===== src/rtl/mem_wb_stage_pkg.sv =====
// -----------------------------------------------------------------------------
// mem_wb_stage_pkg
// Shared pipeline definitions for the MEM/WB stage: EX/MEM control-bit
// layout, the data-memory FSM state encoding and the wait-counter width.
// No ports (package).
// -----------------------------------------------------------------------------
package mem_wb_stage_pkg;

   // EX/MEM control bits as carried down the pipeline
   typedef struct packed {
      logic regwrite;
      logic mem_read;
      logic mem_write;
      logic mem_to_reg;
   } exmem_ctrl_t;

   // Data-memory handshake FSM
   typedef enum logic {
      ST_IDLE = 1'b0,
      ST_WAIT = 1'b1
   } mem_state_t;

   // Wait counter width; covers TIMEOUT_CYCLES up to 255
   localparam int unsigned CNT_W = 8;
   typedef logic [CNT_W-1:0] cnt_t;

   function automatic logic is_word_aligned(input logic [31:0] addr);
      return (addr[1:0] == 2'b00);
   endfunction

endpackage


===== src/rtl/mem_wb_stage_timeout_counter.sv =====
// -----------------------------------------------------------------------------
// dmem_timeout_counter
// Counts cycles a data-memory request has been waiting for its ack.
// Ports:
//   clk, rst      clock, asynchronous active-high reset (count -> 0)
//   i_load        load count with 1 (request issued, not acked)
//   i_inc         increment count (still waiting)
//   i_clear       return count to 0 (request finished)
//   o_terminal    count == TIMEOUT_CYCLES-1
// -----------------------------------------------------------------------------
module dmem_timeout_counter
   import mem_wb_stage_pkg::*;
#(
   parameter int unsigned TIMEOUT_CYCLES = 16
) (
   input  logic clk,
   input  logic rst,
   input  logic i_load,
   input  logic i_inc,
   input  logic i_clear,
   output logic o_terminal
);

   cnt_t r_count;

   always_ff @(posedge clk or posedge rst) begin
      if (rst) begin
         r_count <= '0;
      end else if (i_load) begin
         r_count <= cnt_t'(1);
      end else if (i_inc) begin
         r_count <= r_count + cnt_t'(1);
      end else if (i_clear) begin
         r_count <= '0;
      end
   end

   assign o_terminal = (r_count == cnt_t'(TIMEOUT_CYCLES - 1));

endmodule


===== src/rtl/mem_wb_stage.sv =====
// -----------------------------------------------------------------------------
// mem_wb_stage
// MEM stage data-memory handshake plus the MEM/WB pipeline register.
// Ports:
//   clk, rst                       clock, asynchronous active-high reset
//   mem_alu_result, mem_write_data EX/MEM address/ALU result and store data
//   mem_rd, mem_regwrite,
//   mem_mem_read, mem_mem_write,
//   mem_mem_to_reg                 EX/MEM destination and control bits
//   dmem_req/we/addr/wdata         data-memory request (out)
//   dmem_rdata, dmem_ack           data-memory response (in)
//   mem_stall                      hold EX/MEM and earlier stages
//   wb_rd, wb_regwrite, wb_data    MEM/WB register
//   mem_misalign, mem_bus_err      single-cycle error pulses
// -----------------------------------------------------------------------------
module mem_wb_stage
   import mem_wb_stage_pkg::*;
#(
   parameter int unsigned TIMEOUT_CYCLES = 16
) (
   input  logic        clk,
   input  logic        rst,
   input  logic [31:0] mem_alu_result,
   input  logic [31:0] mem_write_data,
   input  logic [4:0]  mem_rd,
   input  logic        mem_regwrite,
   input  logic        mem_mem_read,
   input  logic        mem_mem_write,
   input  logic        mem_mem_to_reg,
   output logic        dmem_req,
   output logic        dmem_we,
   output logic [31:0] dmem_addr,
   output logic [31:0] dmem_wdata,
   input  logic [31:0] dmem_rdata,
   input  logic        dmem_ack,
   output logic        mem_stall,
   output logic [4:0]  wb_rd,
   output logic        wb_regwrite,
   output logic [31:0] wb_data,
   output logic        mem_misalign,
   output logic        mem_bus_err
);

   mem_state_t  r_state;
   logic [4:0]  r_wb_rd;
   logic        r_wb_regwrite;
   logic [31:0] r_wb_data;

   exmem_ctrl_t w_ctrl;
   logic        w_mem_op;
   logic        w_aligned;
   logic        w_active;
   logic        w_terminal;
   logic        w_abort;
   logic        w_misalign;
   logic        w_stall;
   logic        w_cnt_load;
   logic        w_cnt_inc;
   logic        w_cnt_clear;
   logic [31:0] w_wb_data;
   logic        w_wb_regwrite;

   always_comb begin
      w_ctrl     = '{regwrite:   mem_regwrite,
                     mem_read:   mem_mem_read,
                     mem_write:  mem_mem_write,
                     mem_to_reg: mem_mem_to_reg};
      w_mem_op   = w_ctrl.mem_read | w_ctrl.mem_write;
      w_aligned  = is_word_aligned(mem_alu_result);

      // Request is combinational from IDLE; rst gates it so an in-flight op
      // disappears from the bus the moment reset asserts.
      w_active   = !rst && ((r_state == ST_IDLE && w_mem_op && w_aligned) ||
                            (r_state == ST_WAIT));
      // Ack beats timeout in the terminal cycle.
      w_abort    = w_active && (r_state == ST_WAIT) && w_terminal && !dmem_ack;
      w_misalign = !rst && (r_state == ST_IDLE) && w_mem_op && !w_aligned;
      w_stall    = w_active && !dmem_ack && !w_abort;

      w_cnt_load  = (r_state == ST_IDLE) && w_stall;
      w_cnt_inc   = (r_state == ST_WAIT) && w_stall;
      w_cnt_clear = (r_state == ST_WAIT) && !w_stall;

      w_wb_data     = w_ctrl.mem_to_reg ? dmem_rdata : mem_alu_result;
      w_wb_regwrite = w_ctrl.regwrite && (mem_rd != 5'd0) && !w_ctrl.mem_write &&
                      !w_abort && !w_misalign;
   end

   dmem_timeout_counter #(
      .TIMEOUT_CYCLES (TIMEOUT_CYCLES)
   ) u_timeout (
      .clk        (clk),
      .rst        (rst),
      .i_load     (w_cnt_load),
      .i_inc      (w_cnt_inc),
      .i_clear    (w_cnt_clear),
      .o_terminal (w_terminal)
   );

   always_ff @(posedge clk or posedge rst) begin
      if (rst) begin
         r_state <= ST_IDLE;
      end else begin
         case (r_state)
            ST_IDLE: if (w_stall)  r_state <= ST_WAIT;
            ST_WAIT: if (!w_stall) r_state <= ST_IDLE;
            default: r_state <= ST_IDLE;
         endcase
      end
   end

   // MEM/WB register: a stalled edge inserts a bubble but keeps rd/data.
   always_ff @(posedge clk or posedge rst) begin
      if (rst) begin
         r_wb_rd       <= '0;
         r_wb_regwrite <= 1'b0;
         r_wb_data     <= '0;
      end else if (w_stall) begin
         r_wb_regwrite <= 1'b0;
      end else begin
         r_wb_rd       <= mem_rd;
         r_wb_regwrite <= w_wb_regwrite;
         r_wb_data     <= w_wb_data;
      end
   end

   assign dmem_req     = w_active;
   assign dmem_we      = w_ctrl.mem_write;
   assign dmem_addr    = {mem_alu_result[31:2], 2'b00};
   assign dmem_wdata   = mem_write_data;
   assign mem_stall    = w_stall;
   assign mem_misalign = w_misalign;
   assign mem_bus_err  = w_abort;
   assign wb_rd        = r_wb_rd;
   assign wb_regwrite  = r_wb_regwrite;
   assign wb_data      = r_wb_data;

endmodule


===== config.mk =====
export PLATFORM = sky130hd
export DESIGN_NAME = mem_wb_stage
export DESIGN_NICKNAME = d
export VERILOG_FILES = /design/src/rtl/mem_wb_stage_pkg.sv /design/src/rtl/mem_wb_stage_timeout_counter.sv /design/src/rtl/mem_wb_stage.sv
export SDC_FILE = /design/constraint.sdc
export NUM_CORES = 1
export LEC_CHECK = 0
export CORE_UTILIZATION = 35
export DETAILED_ROUTE_END_ITERATION = 8
export HOLD_SLACK_MARGIN = 0.06
export PLACE_DENSITY_LB_ADDON = 0.25
export SETUP_SLACK_MARGIN = 0.1
export SLEW_MARGIN = 25
export SYNTH_ARGS = -nofsm -noshare
export SYNTH_HDL_FRONTEND = slang
export SYNTH_SLANG_ARGS = --single-unit

===== constraint.sdc =====
create_clock -name clk -period 2.4 [get_ports clk]
set_input_delay 0.6 -clock clk [delete_from_list [all_inputs] [get_ports clk]]
set_output_delay 0.6 -clock clk [all_outputs]
set_load 0.02 [all_outputs]

# [Word-level counts from Yosys, hierarchy flattened]
# Cells that the tools add are included.
[totals] inputBits=108 out_inout_bits=107 reg_bits=47
[classes] n_reduce_logical=29 add_sub_neg=1 muxes=6 n_eq_ne=1 bitwise_logic=2
[op_table] op="32-bit 2-to-1 mux" n=1
[op_table] op="8-bit 2-to-1 mux" n=3
[op_table] op="1-bit logical AND" n=18
[op_table] op="8-bit by 1-bit adder with 8-bit output (second input constant)" n=1
[op_table] op="8-bit by 4-bit equality test with 1-bit output (second input constant)" n=1
[op_table] op="1-bit logical NOT" n=7
[op_table] op="5-bit nonzero test" n=1
[op_table] op="3-bit nonzero test" n=1
[op_table] op="2-bit logical NOT" n=1
[op_table] op="1-bit 2-to-1 mux" n=2
[op_table] op="1-bit logical OR" n=1
[op_table] op="1-bit inverter" n=1
[op_table] op="1-bit OR" n=1

# [Longest topological paths before layout]
# Gate-level depths: netlist of run 1.
[depth] ltp_word=15 ltp_mapped=6 ltp_nobuf=5

# [By module]
# From an unflattened synthesis of run 1, not the netlist that was laid out.
[hier_totals] cells_unflattened=249 area_unflattened_um2=2924.1
[by_module_without_submodules] mod="mem_wb_stage" seq_area_each_um2=975.9 cells_each=200 instances=1 area_per_inst_um2=2472.4
[by_module_without_submodules] mod="dmem_timeout_counter" seq_area_each_um2=200.2 cells_each=49 instances=1 area_per_inst_um2=451.7

# [Worst setup path after synthesis of run 1]
# Ideal clock, no wire load.
[synth_path] path_type="register to output" startpoint="reg u_timeout.r_count[4]" endpoint="out mem_bus_err" arrival_time_ns=1.787 required_time_ns=1.800 slack_ns=0.013 path_stages_with_launch=4 cell_sequence="dfrtp_1 -> or2b_2 -> or4_4 -> nor3_1"
[synth_via] elab_chain_cells=3
[synth_lines] element="start, declared" line="mem_wb_stage_timeout_counter.sv:24" text="cnt_t r_count;"
[synth_lines] element="start signal, assigned" line="mem_wb_stage_timeout_counter.sv:30" text="r_count <= cnt_t'(1);"
[synth_lines] element="start signal, assigned" line="mem_wb_stage_timeout_counter.sv:32" text="r_count <= r_count + cnt_t'(1);"
[synth_lines] element="8-bit by 4-bit equality test with 1-bit output" line="mem_wb_stage_timeout_counter.sv:38" text="assign o_terminal = (r_count == cnt_t'(TIMEOUT_CYCLES - 1));"
[synth_lines] element="1-bit logical AND (2 in a row)" line="mem_wb_stage.sv:76" text="w_abort = w_active && (r_state == ST_WAIT) && w_terminal && !dmem_ack;"
[synth_lines] element="end, declared" line="mem_wb_stage.sv:41" text="output logic mem_bus_err"
# Every way passes these cells.

# [Worst setup path in the final report of run 1]
# Same ends and word-level chain as after synthesis.

==> results by group, run 1 <==
Clocking
  – Number of H-tree branching levels: 2
  – Worst-path clk slew: 0.09 ns
  – Clock root cell: clkbuf_8
  – Clock Sink Count: 47
  – TritonCTS clock tree: yes
  – Insertion delay of the later-clocked pin in the worst-skew pair: 0.30 ns
  – Hold Buf Count CTS: 0
  – Maximum root-to-sink buffer count: 2
  – Clock buffer count from CTS: 5

Global route
  – GRT met1 Usage: 18.91%
  – Vias in the first global route: 2,285
  – Largest net degree at the start of global routing: 48
  – Overall fraction of global-route tracks in use: 16.61%
  – First-pass GRT wire length: 11.25 mm
  – Number of antenna violations at the first check in global routing: 0
  – Met3 routing resource usage after global routing: 5.041%
  – GRT met2 Usage: 29.78%
  – Congestion Overflow GR: 0
  – Busiest metal layer after global routing: met2

Timing
  – Final setup skew: 0.005309 ns
  – Pins over their slew limit: 0
  – Min Hold Slack: 0.5098 ns
  – Setup repair after global routing missed its margin: true
  – Hold Vio Cnt, Final: 0
  – Maximum frequency from static timing analysis: 0.4175 GHz
  – Setup violations, final: 0
  – Fin crit share: 99.81%
  – Shortest period the worst path allows: 2.395 ns

Synth
  – Number of standard cells after synthesis: 250
  – FFs w/ async S/R, synth: 100.0%
  – Area of the mapped netlist: 0.002912 mm²
  – Synth Warn #: 0
  – Average footprint of a synthesized cell: 11.65 µm²
  – Sequential area share after synthesis: 40.40%
  – Synthesis-stage register bit count: 47
  – Dominant register cell in the synthesized netlist: dfrtp_1
  – Post-synthesis cell type count: 32
  – Number of enable-type register cells in the synthesized netlist: 0

Routing
  – DRC viols: 0
  – Vias after detailed routing: 2,170
  – Via-to-Cell Ratio: 4.677
  – Number of detailed-routing iterations run before antenna repair: 3
  – Violation count after the first detailed-route iteration: 29
  – Final wirelength: 7.223 mm
  – Detail-routed net length per standard cell: 15.57 µm
  – Count of nets left with antenna violations after detail routing: 0

Run
  – Max-capacitance violation count: 0

Final layout
  – Number of nets in the layout: 470
  – Filler cell count in the final layout: 694
  – Synthesis-to-finish area growth: 51.18%
  – Most used cells in the layout excluding fill and tap cells: clkdlybuf4s50_1 (118), mux2_2 (63), dfrtp_1 (47)
  – Fraction of layout instances using a drive strength above 1: 34.25%
  – Leading cell type in the layout, fill and taps excluded: clkdlybuf4s50_1
  – Antenna diode count: 0

Floorplanning
  – Core region area: 0.007888 mm²
  – Num rows: 32
  – Initial Util: 36.91%
  – Total die area: 0.008687 mm²
  – Die boundary width: 93.21 µm
  – IO Count: 215
  – Die height: 93.21 µm

Critical path
  – Worst EP arrival: 1.80 ns
  – Capturing element type of the critical path: output pin
  – Setup CP Type: register to output pin
  – Crit path launch type: register
  – Register-to-Register Path Depth: 8
  – Worst path required time: 1.80 ns
  – Critical Path Fanout Max: 2

Hold path
  – Hold Crit Depth: 1
  – Hold Path Class: register to register

Run status
  – Run status: complete, no violations

Placement
  – Port Buf Inserts: 148
  – GPL Wtd Cong: 0.8237
  – Half-perimeter wire length after placement: 5.367 mm

Power and ir drop
  – Pwr Density: 467.3 mW/mm²
  – Post-route total power: 2.057 mW
  – Static leakage: 1.946 nW
  – Maximum resistive drop on vdd: 0.0001978 V
==> cells in the mapped netlist, types with 3 or more instances <==
master / n / area share (%)
buf_4: 65 / 17
buf_6: 4 / 1.5
clkbuf_1: 4 / 0.52
dfrtp_1: 47 / 40
inv_1: 3 / 0.39
mux2_2: 63 / 24
mux2_4: 7 / 3.6
nand2_1: 9 / 1.2
nand3_1: 6 / 1.0
nand4_1: 4 / 0.86
nor2_1: 5 / 0.64
o21ai_0: 6 / 1.0
==> where the power goes <==
part / leakage [nW] / total [mW] / switching [mW] / internal, mW
Combinational: 1.33 / 0.645 / 0.268 / 0.376
Clock: 0.0515 / 0.526 / 0.263 / 0.263
Sequential: 0.567 / 0.886 / 0.0310 / 0.855
==> layer usage <==
layer  up-vias  wire length (µm)
met3        10               650
met5         -                 0
met2       108              3729
li1       1021                 -
met1      1031              2726
met4         0               116
==> flip-flops by register name (all words and copies together) (netlist names) <==
register and count:
r_state 1, u_timeout.r_count 8, wb_data 32, wb_rd 5, wb_regwrite 1
==> logic make-up (layout without fill, tap and decap cells) <==
family | after synthesis | after routing | share of synthesized area [%]
AO/OA/AOI/OAI | 10 | 10 | 2.020
XOR/XNOR | 4 | 4 | 1.203
adder cells (fa/ha/maj) | 1 | 1 | 0.4297
buffers and inverters | 78 | 189 | 19.55
flip-flops | 47 | 47 | 40.40
multiplexers | 70 | 70 | 27.98
other | 1 | 2 | 0.1288
AND/OR/NAND/NOR | 39 | 39 | 8.294
==> per-stage QoR <==
stage               cell area [µm²]  util [%]  setup TNS (ns)  worst slack (ns)  instances
floorplan                      2920         -               0            0.2073        251
global placement               4199     53.24          -11.77           -0.4388        453
detailed placement             4199     53.24          -12.73           -0.4520        453
CTS                            4325     54.84       -0.008004         -0.008004        462
global route                   4402     55.81        -0.04610          -0.04610        464
finish                         4402     55.81               0          0.004627        464
==> area by class of cell <==
class,instances,area [µm²],area share (%)
repair buffers,178,1769,40.19
multi-input cells,126,1217,27.66
flip-flops and latches,47,1176,26.72
well taps,102,127.6,2.899
clock buffers,8,100.1,2.274
inverters,3,11.26,0.2558
==> critical path, cell delays in order, from the launching register on <==
cell     delay, ns
dfrtp_1       0.39
or2b_4        0.26
or4_4         0.53
nor3_4        0.17
buf_6         0.15
==> repair_timing <==
item,4_1_cts,5_1_grt
pin swaps,5,2
buffers inserted,1,2
resized for setup,37,23
setup endpoints to repair,45,58
==> worst paths after layout <==
kind	slack, ns	start	end
max	0.005	u_timeout.r_count[4]	mem_bus_err
min	0.51	wb_data[4]	wb_data[4]
max reg2reg	0.22	u_timeout.r_count[0]	wb_data[19]
min reg2reg	0.51	wb_data[4]	wb_data[4]
max in group asynchronous	1.56	rst	wb_rd[3]
min in group asynchronous	0.60	rst	r_state
Power figures use the tool's default switching activity.
==> inputs of run 2 (changes only) <==
- ABC_CLOCK_PERIOD_IN_PS: unset -> 2400
==> results of run 2 <==
No change in the layout: final DEF, timing and power equal those of run 1.
==> inputs of run 3 (changes only) <==
- CORE_MARGIN: unset -> 2
==> run 3 against run 2 <==
  * Die area increased by 4.3%
  * Clock skew rose by 0.0021 ns
  * Register-to-register slack better by 0.15 ns
  * Core utilization down 1.8 points
  * Clock power up 16%
  * Setup slack better by 0.0085 ns
  * Cell count increased by 0.22%
  * Non-clock buffer count fell by 2
  * Power up 3.6%
  * Sequential cell count stayed put
  * First-iteration DRC count grew 93%
  * Largest cell class unchanged
  * Highest routed layer unchanged
==> results by group, run 3 (same netlist as run 1, synthesis figures left out) <==
Routing
  – Via-to-Cell Ratio: 4.615 (was 4.677)
  – Number of detailed-routing iterations run before antenna repair: 6 (was 3)
  – DRC viols: 0 (unchanged)
  – Final wirelength: 6.956 mm (was 7.223 mm)
  – Vias after detailed routing: 2,146 (was 2,170)
  – Count of nets left with antenna violations after detail routing: 0 (unchanged)
  – Violation count after the first detailed-route iteration: 56 (was 29)
  – Detail-routed net length per standard cell: 14.96 µm (was 15.57 µm)

Timing
  – Crit path setup slack, layout: 0.01311 ns (was 0.004627 ns)
  – Hold Vio Cnt, Final: 0 (unchanged)
  – Setup repair after global routing missed its margin: true (unchanged)
  – Pins over their slew limit: 0 (unchanged)
  – Min Hold Slack: 0.5099 ns (was 0.5098 ns)
  – Fin crit share: 99.45% (was 99.81%)
  – Setup violations, final: 0 (unchanged)
  – Maximum frequency from static timing analysis: 0.4190 GHz (was 0.4175 GHz)
  – Final setup skew: 0.007413 ns (was 0.005309 ns)
  – Shortest period the worst path allows: 2.387 ns (was 2.395 ns)

Power and ir drop
  – Pwr Density: 485.5 mW/mm² (was 467.3 mW/mm²)
  – Static leakage: 1.951 nW (was 1.946 nW)
  – Post-route total power: 2.131 mW (was 2.057 mW)
  – Maximum resistive drop on vdd: 0.0003510 V (was 0.0001978 V)

Global route
  – First-pass GRT wire length: 10.53 mm (was 11.25 mm)
  – Congestion Overflow GR: 0 (unchanged)
  – Vias in the first global route: 2,217 (was 2,285)
  – Overall fraction of global-route tracks in use: 15.03% (was 16.61%)
  – Number of antenna violations at the first check in global routing: 0 (unchanged)
  – Largest net degree at the start of global routing: 30 (was 48)

Floorplanning
  – Num rows: 33 (was 32)
  – Die boundary width: 95.21 µm (was 93.21 µm)
  – Total die area: 0.009064 mm² (was 0.008687 mm²)
  – Initial Util: 35.79% (was 36.91%)
  – IO Count: 215 (unchanged)
  – Core region area: 0.008134 mm² (was 0.007888 mm²)
  – Die height: 95.21 µm (was 93.21 µm)

Placement
  – Placed Cells incl. Taps: 457 (was 453)
  – Half-perimeter wire length after placement: 5.238 mm (was 5.367 mm)
  – Port Buf Inserts: 148 (unchanged)
  – GPL Wtd Cong: 0.8446 (was 0.8237)
  – Pre-CTS WS: -0.4525 ns (was -0.4520 ns)

Hold path
  – Hold Crit Depth: 1 (unchanged)
  – Beginning of the worst hold path: wb_data[14] (was wb_data[4])
  – Endpoint with the worst hold slack: wb_data[14] (was wb_data[4])
  – Hold Path Class: register to register (unchanged)

Critical path
  – Worst path required time: 1.80 ns (about the same)
  – Setup CP Type: register to output pin (unchanged)
  – Worst EP arrival: 1.79 ns (was 1.80 ns)
  – Register-to-Register Path Depth: 8 (unchanged)
  – Crit path launch type: register (unchanged)
  – Reg-to-reg setup timing slack: 0.37 ns (was 0.22 ns)
  – FF-to-FF End: wb_data[6] (was wb_data[19])
  – Capturing element type of the critical path: output pin (unchanged)
  – Critical R2R Launch: u_timeout.r_count[1] (was u_timeout.r_count[0])
  – Critical Path Fanout Max: 2 (unchanged)

Clocking
  – Worst-path clk slew: 0.09 ns (about the same)
  – TritonCTS clock tree: yes (unchanged)
  – Insertion delay of the later-clocked pin in the worst-skew pair: 0.30 ns (about the same)
  – Maximum root-to-sink buffer count: 2 (unchanged)
  – Number of H-tree branching levels: 2 (unchanged)
  – Clock root cell: clkbuf_8 (unchanged)
  – Hold Buf Count CTS: 0 (unchanged)
  – Clock Sink Count: 47 (unchanged)
  – Clock buffer count from CTS: 5 (unchanged)

Final layout
  – Filler cell count in the final layout: 743 (was 694)
  – Area taken by flip-flops and latches: 0.001176 mm² (unchanged)
  – Number of standard cells in the final layout excluding fillers: 465 (was 464)
  – Most used cells in the layout excluding fill and tap cells: clkdlybuf4s50_1 (114), mux2_2 (63), dfrtp_1 (47) (was clkdlybuf4s50_1 (118), mux2_2 (63), dfrtp_1 (47))
  – Area used by multi-input combinational logic: 0.001209 mm² (was 0.001217 mm²)
  – Synthesis-to-finish area growth: 50.75% (was 51.18%)
  – Number of nets in the layout: 468 (was 470)
  – Finished Core Util: 53.96% (was 55.81%)
  – Largest register FFs: 32 (unchanged)
  – Fraction of layout instances using a drive strength above 1: 34.44% (was 34.25%)
  – Leading cell type in the layout, fill and taps excluded: clkdlybuf4s50_1 (unchanged)
  – Antenna diode count: 0 (unchanged)

Run status
  – Run status: complete, no violations (unchanged)

Run
  – Max-capacitance violation count: 0 (unchanged)
-- run 3: routing by layer --
| layer | GRT usage [%] | wire length, µm |
|---|---|---|
| met1 | 17.03 | 2619 |
| met2 | 26.17 | 3469 |
| met3 | 5.375 | 726 |
| met4 | 5.072 | 140 |
| met5 | 0 | 0 |
-- run 3: worst max path at each step --
stage                     slack, ns                 start  depth (start not counted)          end
after detailed placement      -0.45     mem_alu_result[0]                          8   wb_data[6]
after floorplan                0.21  u_timeout.r_count[4]                          3  mem_bus_err
after global placement        -0.43     mem_alu_result[0]                          6    mem_stall
after CTS                     0.009  u_timeout.r_count[4]                          4  mem_bus_err
after global routing          -0.06  u_timeout.r_count[4]                          4  mem_bus_err
final                          0.01  u_timeout.r_count[4]                          4  mem_bus_err
-- run 3: cell type report --
type | instances | share of cell area [%]
tap | 105 | 2.993
multi-input combinational | 126 | 27.54
sequential | 47 | 26.80
timing repair buffer | 176 | 39.74
clock buffer | 6 | 1.881
clock inverter | 2 | 0.7982
inverter | 3 | 0.2566
-- run 3: stage by stage --
stage / TNS [ns] / instance area (µm²)
2_1_floorplan: 0 / 2920
3_3_place_gp: -9.627 / 4193
3_5_place_dp: -10.63 / 4193
4_1_cts: 0 / 4323
5_1_grt: -0.05751 / 4389
6_report: 0 / 4389
-- run 3: where the power goes --
group / total [mW] / internal (mW) / switching (mW) / leakage [nW]
clock: 0.608 / 0.337 / 0.270 / 0.0612
sequential: 0.887 / 0.855 / 0.0321 / 0.567
combinational: 0.636 / 0.371 / 0.265 / 1.32
-- run 3: worst max-delay path: stages (launching register included) --
cell and delay [ns]:
dfrtp_1 0.38, or2b_4 0.25, or4_4 0.55, nor3_4 0.16, buf_6 0.14
-- run 3: timing repair --
| item | 4_1_cts | 5_1_grt |
|---|---|---|
| endpoints found under the setup margin | 26 | 35 |
| pin swaps | 3 | 5 |
| resized for setup | 40 | 24 |
| buffers inserted | 0 | 1 |
| hold endpoints to repair | 0 | 0 |
